<file path="src/rtl/lsu_mem_ctrl.sv">
// Load/store responder behind the EX/MEM register: runs one req/ack access per op,
// stalls the pipeline while it is in flight, and returns lane-extracted, extended load data.
module lsu_mem_ctrl #(
  parameter int ADDR_W  = 12,
  parameter int DATA_W  = 32,
  parameter int TIMEOUT = 15
) (
  input  logic              clk,
  input  logic              rst_n,
  input  logic              memread,
  input  logic              memwrite,
  input  logic [1:0]        length,
  input  logic              sign,
  input  logic [ADDR_W-1:0] addr,
  input  logic [DATA_W-1:0] wdata,
  output logic [DATA_W-1:0] rdata,
  output logic              stall,
  output logic              misalign,
  output logic              err,
  output logic              bus_req,
  output logic              bus_we,
  output logic [ADDR_W-1:0] bus_addr,
  output logic [3:0]        bus_be,
  output logic [DATA_W-1:0] bus_wdata,
  input  logic              bus_ack,
  input  logic [DATA_W-1:0] bus_rdata
);

  localparam int CNT_W = $clog2(TIMEOUT + 1);

  typedef enum logic [1:0] {IDLE, BUSY, DONE} state_t;

  state_t              state_reg, state_next;
  logic [ADDR_W-1:0]   addr_reg;
  logic [1:0]          lane_reg;
  logic [1:0]          len_reg;
  logic                sign_reg;
  logic                load_reg;
  logic                we_reg;
  logic [3:0]          be_reg;
  logic [DATA_W-1:0]   wdata_reg;
  logic [DATA_W-1:0]   rdata_reg;
  logic                misalign_reg;
  logic                err_reg;
  logic [CNT_W-1:0]    cnt_reg;

  logic                op;
  logic                misaligned;
  logic [3:0]          be_calc;
  logic [DATA_W-1:0]   wdata_calc;
  logic [DATA_W-1:0]   shifted;
  logic [DATA_W-1:0]   load_ext;
  logic                start;
  logic                mis_det;
  logic                ack_hit;
  logic                tmo_hit;

  assign op = memread | memwrite;

  always_comb begin
    misaligned = 1'b0;
    be_calc    = 4'b1111;
    wdata_calc = wdata;
    case (length)
      2'b00: begin
        be_calc    = 4'b0001 << addr[1:0];
        wdata_calc = {4{wdata[7:0]}};
      end
      2'b01: begin
        misaligned = addr[0];
        be_calc    = addr[1] ? 4'b1100 : 4'b0011;
        wdata_calc = {2{wdata[15:0]}};
      end
      default: begin
        misaligned = (addr[1:0] != 2'b00);
      end
    endcase
  end

  // Lane select by shifting the addressed byte down to bit 0, then extend.
  always_comb begin
    shifted  = bus_rdata >> {lane_reg, 3'b000};
    load_ext = bus_rdata;
    case (len_reg)
      2'b00:   load_ext = {{24{sign_reg & shifted[7]}}, shifted[7:0]};
      2'b01:   load_ext = {{16{sign_reg & shifted[15]}}, shifted[15:0]};
      default: load_ext = bus_rdata;
    endcase
  end

  always_comb begin
    state_next = state_reg;
    stall      = 1'b0;
    start      = 1'b0;
    mis_det    = 1'b0;
    ack_hit    = 1'b0;
    tmo_hit    = 1'b0;
    case (state_reg)
      IDLE: begin
        if (op) begin
          if (misaligned) begin
            mis_det = 1'b1;
          end else begin
            stall      = 1'b1;
            start      = 1'b1;
            state_next = BUSY;
          end
        end
      end
      BUSY: begin
        stall = 1'b1;
        if (bus_ack) begin
          ack_hit    = 1'b1;
          state_next = DONE;
        end else if (cnt_reg >= CNT_W'(TIMEOUT - 1)) begin
          tmo_hit    = 1'b1;
          state_next = DONE;
        end
      end
      DONE: begin
        state_next = IDLE;
      end
      default: begin
        state_next = IDLE;
      end
    endcase
  end

  always_ff @(posedge clk or negedge rst_n) begin
    if (!rst_n) begin
      state_reg    <= IDLE;
      addr_reg     <= '0;
      lane_reg     <= '0;
      len_reg      <= '0;
      sign_reg     <= 1'b0;
      load_reg     <= 1'b0;
      we_reg       <= 1'b0;
      be_reg       <= '0;
      wdata_reg    <= '0;
      rdata_reg    <= '0;
      misalign_reg <= 1'b0;
      err_reg      <= 1'b0;
      cnt_reg      <= '0;
    end else begin
      state_reg    <= state_next;
      misalign_reg <= mis_det;
      err_reg      <= tmo_hit;
      if (start) begin
        addr_reg  <= {addr[ADDR_W-1:2], 2'b00};
        lane_reg  <= addr[1:0];
        len_reg   <= length;
        sign_reg  <= sign;
        load_reg  <= memread & ~memwrite;
        we_reg    <= memwrite;
        be_reg    <= be_calc;
        wdata_reg <= wdata_calc;
        cnt_reg   <= '0;
      end else if (state_reg == BUSY && cnt_reg < CNT_W'(TIMEOUT)) begin
        cnt_reg <= cnt_reg + 1'b1;
      end
      if (ack_hit && load_reg) begin
        rdata_reg <= load_ext;
      end else if (tmo_hit && load_reg) begin
        rdata_reg <= '0;
      end
    end
  end

  assign bus_req   = (state_reg == BUSY);
  assign bus_we    = we_reg;
  assign bus_addr  = addr_reg;
  assign bus_be    = be_reg;
  assign bus_wdata = wdata_reg;
  assign rdata     = rdata_reg;
  assign misalign  = misalign_reg;
  assign err       = err_reg;

endmodule

</file>
<file path="config.mk">
export PLATFORM = sky130hd
export DESIGN_NAME = lsu_mem_ctrl
export DESIGN_NICKNAME = d
export VERILOG_FILES = /design/src/rtl/lsu_mem_ctrl.sv
export SDC_FILE = /design/constraint.sdc
export NUM_CORES = 1
export LEC_CHECK = 0
export ABC_CLOCK_PERIOD_IN_PS = 3900
export CAP_MARGIN = 40
export CORE_UTILIZATION = 35
export CTS_CLUSTER_DIAMETER = 50
export CTS_CLUSTER_SIZE = 8
export DETAILED_ROUTE_END_ITERATION = 12
export PLACE_DENSITY = 0.62
export SLEW_MARGIN = 20
export SYNTH_ARGS = -nofsm -noshare
export SYNTH_HDL_FRONTEND = slang
export SYNTH_SLANG_ARGS = --single-unit
</file>
<file path="constraint.sdc">
create_clock -name clk -period 3.9 [get_ports clk]
set_input_delay 0.585 -clock clk [delete_from_list [all_inputs] [get_ports clk]]
set_output_delay 0.585 -clock clk [all_outputs]
set_load 0.01 [all_outputs]
</file>
After elaboration in Yosys (flattened, before gate mapping):

Index checks and enable logic that the tools add are counted.

* bits in registers: 93
* bits of input ports: 84

* $add $sub $neg: 1
* $lt $le $gt $ge: 2
* equality and inequality tests: 6
* shifts and indexed selects: 2
* muxes and demuxes: 26
* bitwise operators: 5
* reductions and logical operators: 10

Operators by type and width (number)
* 32-bit one-hot mux with 2 select lines: 2
* 32-bit 2-to-1 mux: 2
* 32-bit by 5-bit right shift with 16-bit output: 1
* 4-bit 2-to-1 mux: 3
* 1-bit 2-to-1 mux: 11
* 2-bit 2-to-1 mux: 4
* 4-bit one-hot mux with 2 select lines: 1
* 2-bit by 1-bit equality test with 1-bit output, second input constant: 3
* 2-bit logical NOT: 3
* 2-bit nonzero test: 3
* 4-bit by 1-bit adder with 4-bit output, second input constant: 1
* 4-bit greater-or-equal comparator, second input constant: 1
* 4-bit less-than comparator, second input constant: 1
* 2-bit inequality test, second input constant: 2
* 1-bit one-hot mux with 2 select lines: 2
* 2-bit one-hot mux with 2 select lines: 1
* 1-bit by 2-bit << shifter with 4-bit output, first input constant: 1
* 1-bit AND: 3
* 1-bit logical AND: 3
* 3-bit by 1-bit inequality test with 1-bit output, second input constant: 1
* 3-bit AND reduction: 1
* 1-bit NOT: 1
* 1-bit OR: 1

Longest topological paths before layout:

Gate-level depths: netlist of run 1.

* word-level depth: 7
* mapped depth: 7
* gate-level depth less buffers: 6

Worst setup path after synthesis of run 1:

No wires, ideal clock.

* path type: input to output
* start point: in length[0]
* end point: out stall
* arrival: 1.685 ns
* data required time: 3.315 ns
* setup slack: 1.630 ns
* stages: 5
* cell sequence: buf_6 -> buf_2 -> nor2_2 -> nor2_1 -> o21ai_0

* word-level cells in the longest chain between the ends: 5

Ends and longest elaborated chain
* start, declared: line 12 `input logic [1:0] length,`
* 2-bit by 1-bit equality test with 1-bit output / 2-bit logical NOT (equally long branches): line 64 `case (length)`
* 1-bit one-hot mux with 2 select lines (*): line 64
* 1-bit 2-to-1 mux (*): line 101 `if (misaligned) begin`
* 1-bit 2-to-1 mux (*): line 100 `if (op) begin`
* 1-bit one-hot mux with 2 select lines (*): line 98 `case (state_reg)`
* end, declared: line 17 `output logic stall,`

Mark *: on every way between the ends. The rest lies on a longest branch, timed or not.

Worst setup path after layout of run 1:

* start point: in length[1]
* end point: out stall

Same word-level chain as after synthesis.

==> metrics.yaml, run 1 <==
outcome: "finished, final reports clean"
grt_pass1_vias: 3946
crit_required_ps: 3310
setup-tns-final_ps: 0
layout-drive-gt1-share: 0.123
leakage_nw: 2.77
max_slew.worst_pin.slew_ps: 715
grt_max_degree: 68
clk-insertion-delay-late_ps: 350
cp_cell_sequence: "clkdlybuf4s50_1 -> a21oi_1 -> nor2_1 -> o21ai_0 -> clkdlybuf4s50_1"
syn_inst: 405
io_buffers: 166
die_w_um: 115
cts_sinks: 93
syn_area_mm2: 0.00447
yosys.area.top_type: "dfrtp_1"
clock.fmax_ghz: 0.362
hold_violations: 0
start_kind: "input pin"
cap_violations: 0
netlist_top_cells_area: "dfrtp_1 52%, mux2_2 8.1%, mux2i_1 7.6%"
p_clk_frac: 0.199
clockRootBuffer: "clkbuf_16"
antenna_found_initial: 1
yosysTopAreaCellShare: 0.521
dieArea_mm2: 0.0132
area_growth_pct: 47.7
drtIter0Drc: 219
p_sw_frac: 0.332
rsz0062_at_grt: "false"
combPwrFrac: 0.430
ys_seq_area_frac: 0.521
max_stage_delay_ps: 560
grt_pass1_wl_mm: 20.4
setup-violations-final: 0
drc: 0
ios: 169
final_max_slew_viol_count: 0
slew_headroom: 0.523
clk_pin_slew_ps: 70
fill_cells: 1100
place_inst: 721
end_kind: "primary output"
cts_max_path_buffers: 2
critPathSlowestCell: "clkdlybuf4s50_1"
ant_nets: 0
die_h_um: 115
synthMostInstantiatedCell: "dfrtp_1"
min_period_ps: 2760
drt-total-wl_mm: 12.6
initial_core_util: 0.366
synth-seq-cells: 93
internal_power_mw: 3.14
synth_edf_count: 0
gp_congestion: 0.809
power_frac_seq: 0.371
cts_resized: 0
firstDrtPassIters: 4
regArea_mm2: 0.00233
async_reset_ff_frac: 1.00
grt_use_total: 0.204
h-tree-depth: 3
yosysUniqueCellTypes: 45
cts_tree: "done"
synth_common_cells: "93 x dfrtp_1, 39 x nand2_1, 36 x nor2_1, 34 x mux2i_1"
cts_setup_buffers: 0
crit_top_cell: "clkdlybuf4s50_1"
dp_hpwl_mm: 9.29
hold_path_class: "input pin to asynchronous set/reset pin"
clock_skew_ps: 9.60
finalNonFillerCells: 738
switching_power_mw: 1.56
arrival_ps: 2180
synth.avg_cell_area_um2: 11.0
numCtsBuffers: 9
hold_buffers: 0
p_per_area_mw_per_mm2: 713
wl_per_cell_um: 17.1
cp_max_fo: 6
ir_drop_v: 0.000332
rows: 40
ys.flop_type: "dfrtp_1"
n_antenna_cell: 0
worstSetupPathType: "input pin to primary output"
nets: 651
yosys_warnings: 0
final_core_util: 0.541
overflow: 0
multiInputGateArea_mm2: 0.00194
reg2reg_depth: 4
fin_crit_sh: 0.709
viasPerCell: 5.07
via_count: 3743
core_mm2: 0.0122
-- cell type report --
class / count / share of cell area
clock buffer: 12 / 0.0404
clock inverter: 4 / 0.00834
inverter: 8 / 0.00455
multi-input combinational: 277 / 0.294
sequential: 93 / 0.353
tap: 168 / 0.0318
timing repair buffer: 176 / 0.268
-- power groups by stage --
stage	registers, mW	logic (mW)	clock network [mW]
floorplan	1.84	0.814	0
global placement	1.74	2.01	0
detailed placement	1.76	2.04	0
CTS	1.75	2.05	0.961
global route	1.81	2.20	0.997
finish	1.75	2.02	0.935
-- kinds of logic (layout without fill, tap and decap cells) --
logic type | count (synthesis) | in the layout | synth area share
xor gates and xnor gates | 3 | 3 | 0.00588
other | 1 | 2 | 0.000839
buffers and inverters | 36 | 200 | 0.0462
adders and majority gates | 2 | 2 | 0.00560
and+or+nand+nor | 113 | 113 | 0.118
DFF | 93 | 93 | 0.521
muxes | 67 | 67 | 0.162
AOI/OAI and AO/OA | 90 | 90 | 0.142
-- per-layer routing --
metal  vias up  part of all wire  GRT usage
li1       1761                 -          -
met1      1822              0.43      0.252
met2       142              0.47      0.321
met3        16             0.092     0.0775
met4         2             0.014     0.0814
met5         -           0.00087          0
-- worst paths after layout --
kind / startpoint / end / slack [ps]
min: rst_n / bus_addr[10] / 170
max reg2reg: lane_reg[0] / rdata[23] / 1700
min reg2reg: rdata[5] / rdata[5] / 490
min in group clk: rdata[5] / rdata[5] / 490
max in group asynchronous: rst_n / rdata[8] / 3070
max: length[1] / stall / 1140
-- stage by stage --
stage	hold slack (ps)	area [um^2]	setup slack [ps]	total power, mW
6_report	171	6600	1140	4.70
5_1_grt	184	6600	1030	5.01
4_1_cts	171	6590	1130	4.76
3_5_place_dp	481	6260	1100	3.79
3_3_place_gp	465	6230	1150	3.75
2_1_floorplan	289	4470	1630	2.65
-- cell usage in the layout (no fill, tap or decap), drive strengths merged, types with 2 or more instances in the layout --
cell type and count:
a21oi 23, mux2i 34, buf 11, nor2b 2, a221o 16, inv 8
dfrtp 93, nand4 7, clkdlybuf4s50 165, o21ai 32, xnor2 2, mux2 32
nor3b 2, o21bai 2, conb 2, a31oi 5, clkbuf 12, or2 2
nand2b 8, o32ai 2, and2 8, o211ai 2, nand3 4, nor2 37
nand2 39, clkinv 2, ha 2
-- critical path, delay by kind of cell --
kind	cells	cell delay [ps]
buf+inv	2	1100
compound gates	2	420
simple gates	1	80
Note: power is estimated with default switching activity, not from simulation.
==> run 2, diff against run 1 <==
- ABC_CLOCK_PERIOD_IN_PS: 3900 -> 2600
- clock period: 3.9 -> 2.6 ns (I/O delays scaled with it)
==> run 2 against run 1 <==
Effect of this change:
- combinational power up 52%
- via count down 0.32%
- register-to-register slack lost 970 ps
- cell area barely moved
- largest cell class unchanged
- highest routed layer unchanged
==> metrics.yaml, run 2 (synthesis results as in run 1) <==
final_common_cell: "clkdlybuf4s50_1"
cts_setup_buffers: 0  # unchanged
max_slew.worst_pin.slew_ps: 576  # -139 ps
max_stage_delay_ps: 570  # about the same
clockRootBuffer: "clkbuf_16"
grt_pass1_vias: 3919  # -0.68%
drt-total-wl_mm: 12.6  # about the same
cts_resized: 0  # unchanged
cts_sinks: 93  # unchanged
slew_headroom: 0.616  # +0.0925
dieArea_mm2: 0.0132  # unchanged
arrival_ps: 2060  # -120 ps
numCtsBuffers: 9  # unchanged
hold_buffers: 0  # unchanged
clock.fmax_ghz: 0.408
clk_pin_slew_ps: 60  # about the same
antenna_found_initial: 1  # unchanged
hold_path_class: "input pin to asynchronous set/reset pin"
cp_cell_sequence: "clkdlybuf4s50_1 -> a21oi_1 -> nor2_1 -> o21ai_0 -> clkdlybuf4s50_1"
fill_cells: 1126  # +2.4%
worst-path-buf-inv: 2  # unchanged
cp_top_family: "buffers and inverters"
layout-drive-gt1-share: 0.129  # +0.00611
rsz0062_at_grt: "false"
outcome: "finished, final reports clean"
dpl-instance-area_mm2: 0.00632  # +0.84%
drc: 0  # unchanged
crit_required_ps: 2210  # -1100 ps
overflow: 0  # unchanged
grt_max_degree: 45  # -34%
leakage_nw: 2.78  # +0.18%
end_kind: "primary output"
finalNonFillerCells: 742  # +0.54%
grt_pass1_wl_mm: 20.4  # -0.21%
die_w_um: 115  # unchanged
cp_max_fo: 7  # +1
via_count: 3731  # -0.32%
ir_drop_v: 0.000493  # +49%
worstSetupPathType: "input pin to primary output"
grt_use_total: 0.201  # -0.00242
clock_skew_ps: 5.04  # -4.55 ps
h-tree-depth: 3  # unchanged
drtIter0Drc: 172  # -21%
fin_crit_sh: 0.944
viasPerCell: 5.03  # -0.86%
core_mm2: 0.0122  # unchanged
cts_max_path_buffers: 2  # unchanged
setup-violations-final: 0  # unchanged
firstDrtPassIters: 4  # unchanged
cts_tree: "done"
p_per_area_mw_per_mm2: 1050  # +48%
crit_top_cell: "clkdlybuf4s50_1"
hold_violations: 0  # unchanged
cap_violations: 0  # unchanged
layout_common_cells: "165 x clkdlybuf4s50_1, 93 x dfrtp_1, 39 x nand2_1"
setup-tns-final_ps: 0  # unchanged
io_buffers: 166  # unchanged
place_inst: 727  # +0.83%
die_h_um: 115  # unchanged
area_growth_pct: 47.7  # about the same
min_period_ps: 2450
dp_hpwl_mm: 9.26  # -0.40%
nets: 656  # +0.77%
gp_congestion: 0.847  # +4.7%
post-route-cell-area_mm2: 0.00660  # about the same
final_max_slew_viol_count: 0  # unchanged
clk-insertion-delay-late_ps: 340  # about the same
wl_per_cell_um: 17.0  # -0.56%
n_antenna_cell: 0  # unchanged
initial_core_util: 0.366  # unchanged
critPathSlowestCell: "clkdlybuf4s50_1"
ant_nets: 0  # unchanged
ios: 169  # unchanged
rows: 40  # unchanged
start_kind: "input pin"
run 2: cell count changes in the layout (fill, tap and decap cells not counted):
cell / change
buf_12: +2
buf_16: -1
buf_2: -1
buf_4: +6
buf_8: -1
bufinv_16: -1
clkinv_2: +1
clkinv_4: -2
clkinvlp_4: +1
run 2: power by group:
group / switching, mW / leakage, nW / internal (mW)
registers: 0.480 / 1.12 / 2.11
logic: 1.28 / 1.52 / 1.81
clock network: 0.561 / 0.137 / 0.720
total: 2.32 / 2.78 / 4.63
run 2: final cells by class:
type | count | area, um^2 | area share
Multi-Input combinational cell | 277 | 1940 | 0.294
Sequential cell | 93 | 2330 | 0.352
Clock buffer | 12 | 267 | 0.0404
Tap cell | 168 | 210 | 0.0318
Clock inverter | 3 | 20.0 | 0.00303
Inverter | 8 | 30.0 | 0.00455
Timing Repair Buffer | 181 | 1810 | 0.274
run 2: worst paths after layout:
| path | start | end | slack, ps | depth (start not counted) |
|---|---|---|---|---|
| min | rst_n | rdata[3] | 40 | 1 |
| max in group asynchronous | rst_n | len_reg[0] | 1870 | 2 |
| max | length[1] | stall | 150 | 5 |
| max reg2reg | lane_reg[0] | rdata[18] | 730 | 4 |
| min reg2reg | rdata[0] | rdata[0] | 490 | 2 |
| min in group clk | rdata[0] | rdata[0] | 490 | 2 |
run 2: per-layer routing:
metal / up-vias / routed length (um) / part of all wire / GRT usage
li1: 1770 / - / - / -
met1: 1804 / 5170 / 0.41 / 0.243
met2: 143 / 6030 / 0.48 / 0.329
met3: 12 / 1260 / 0.10 / 0.0849
met4: 2 / 141 / 0.011 / 0.0589
met5: - / 11 / 0.00087 / 0
run 2: through the flow:
stage	util	setup WS, ps	hold WS, ps	power, mW
after floorplan	-	720	94.4	3.98
after detailed placement	0.517	137	438	5.71
final	0.541	147	38.6	6.95
after CTS	0.541	138	62.0	7.03
after global placement	0.517	196	434	5.66
after global routing	0.541	85.3	87.3	7.41
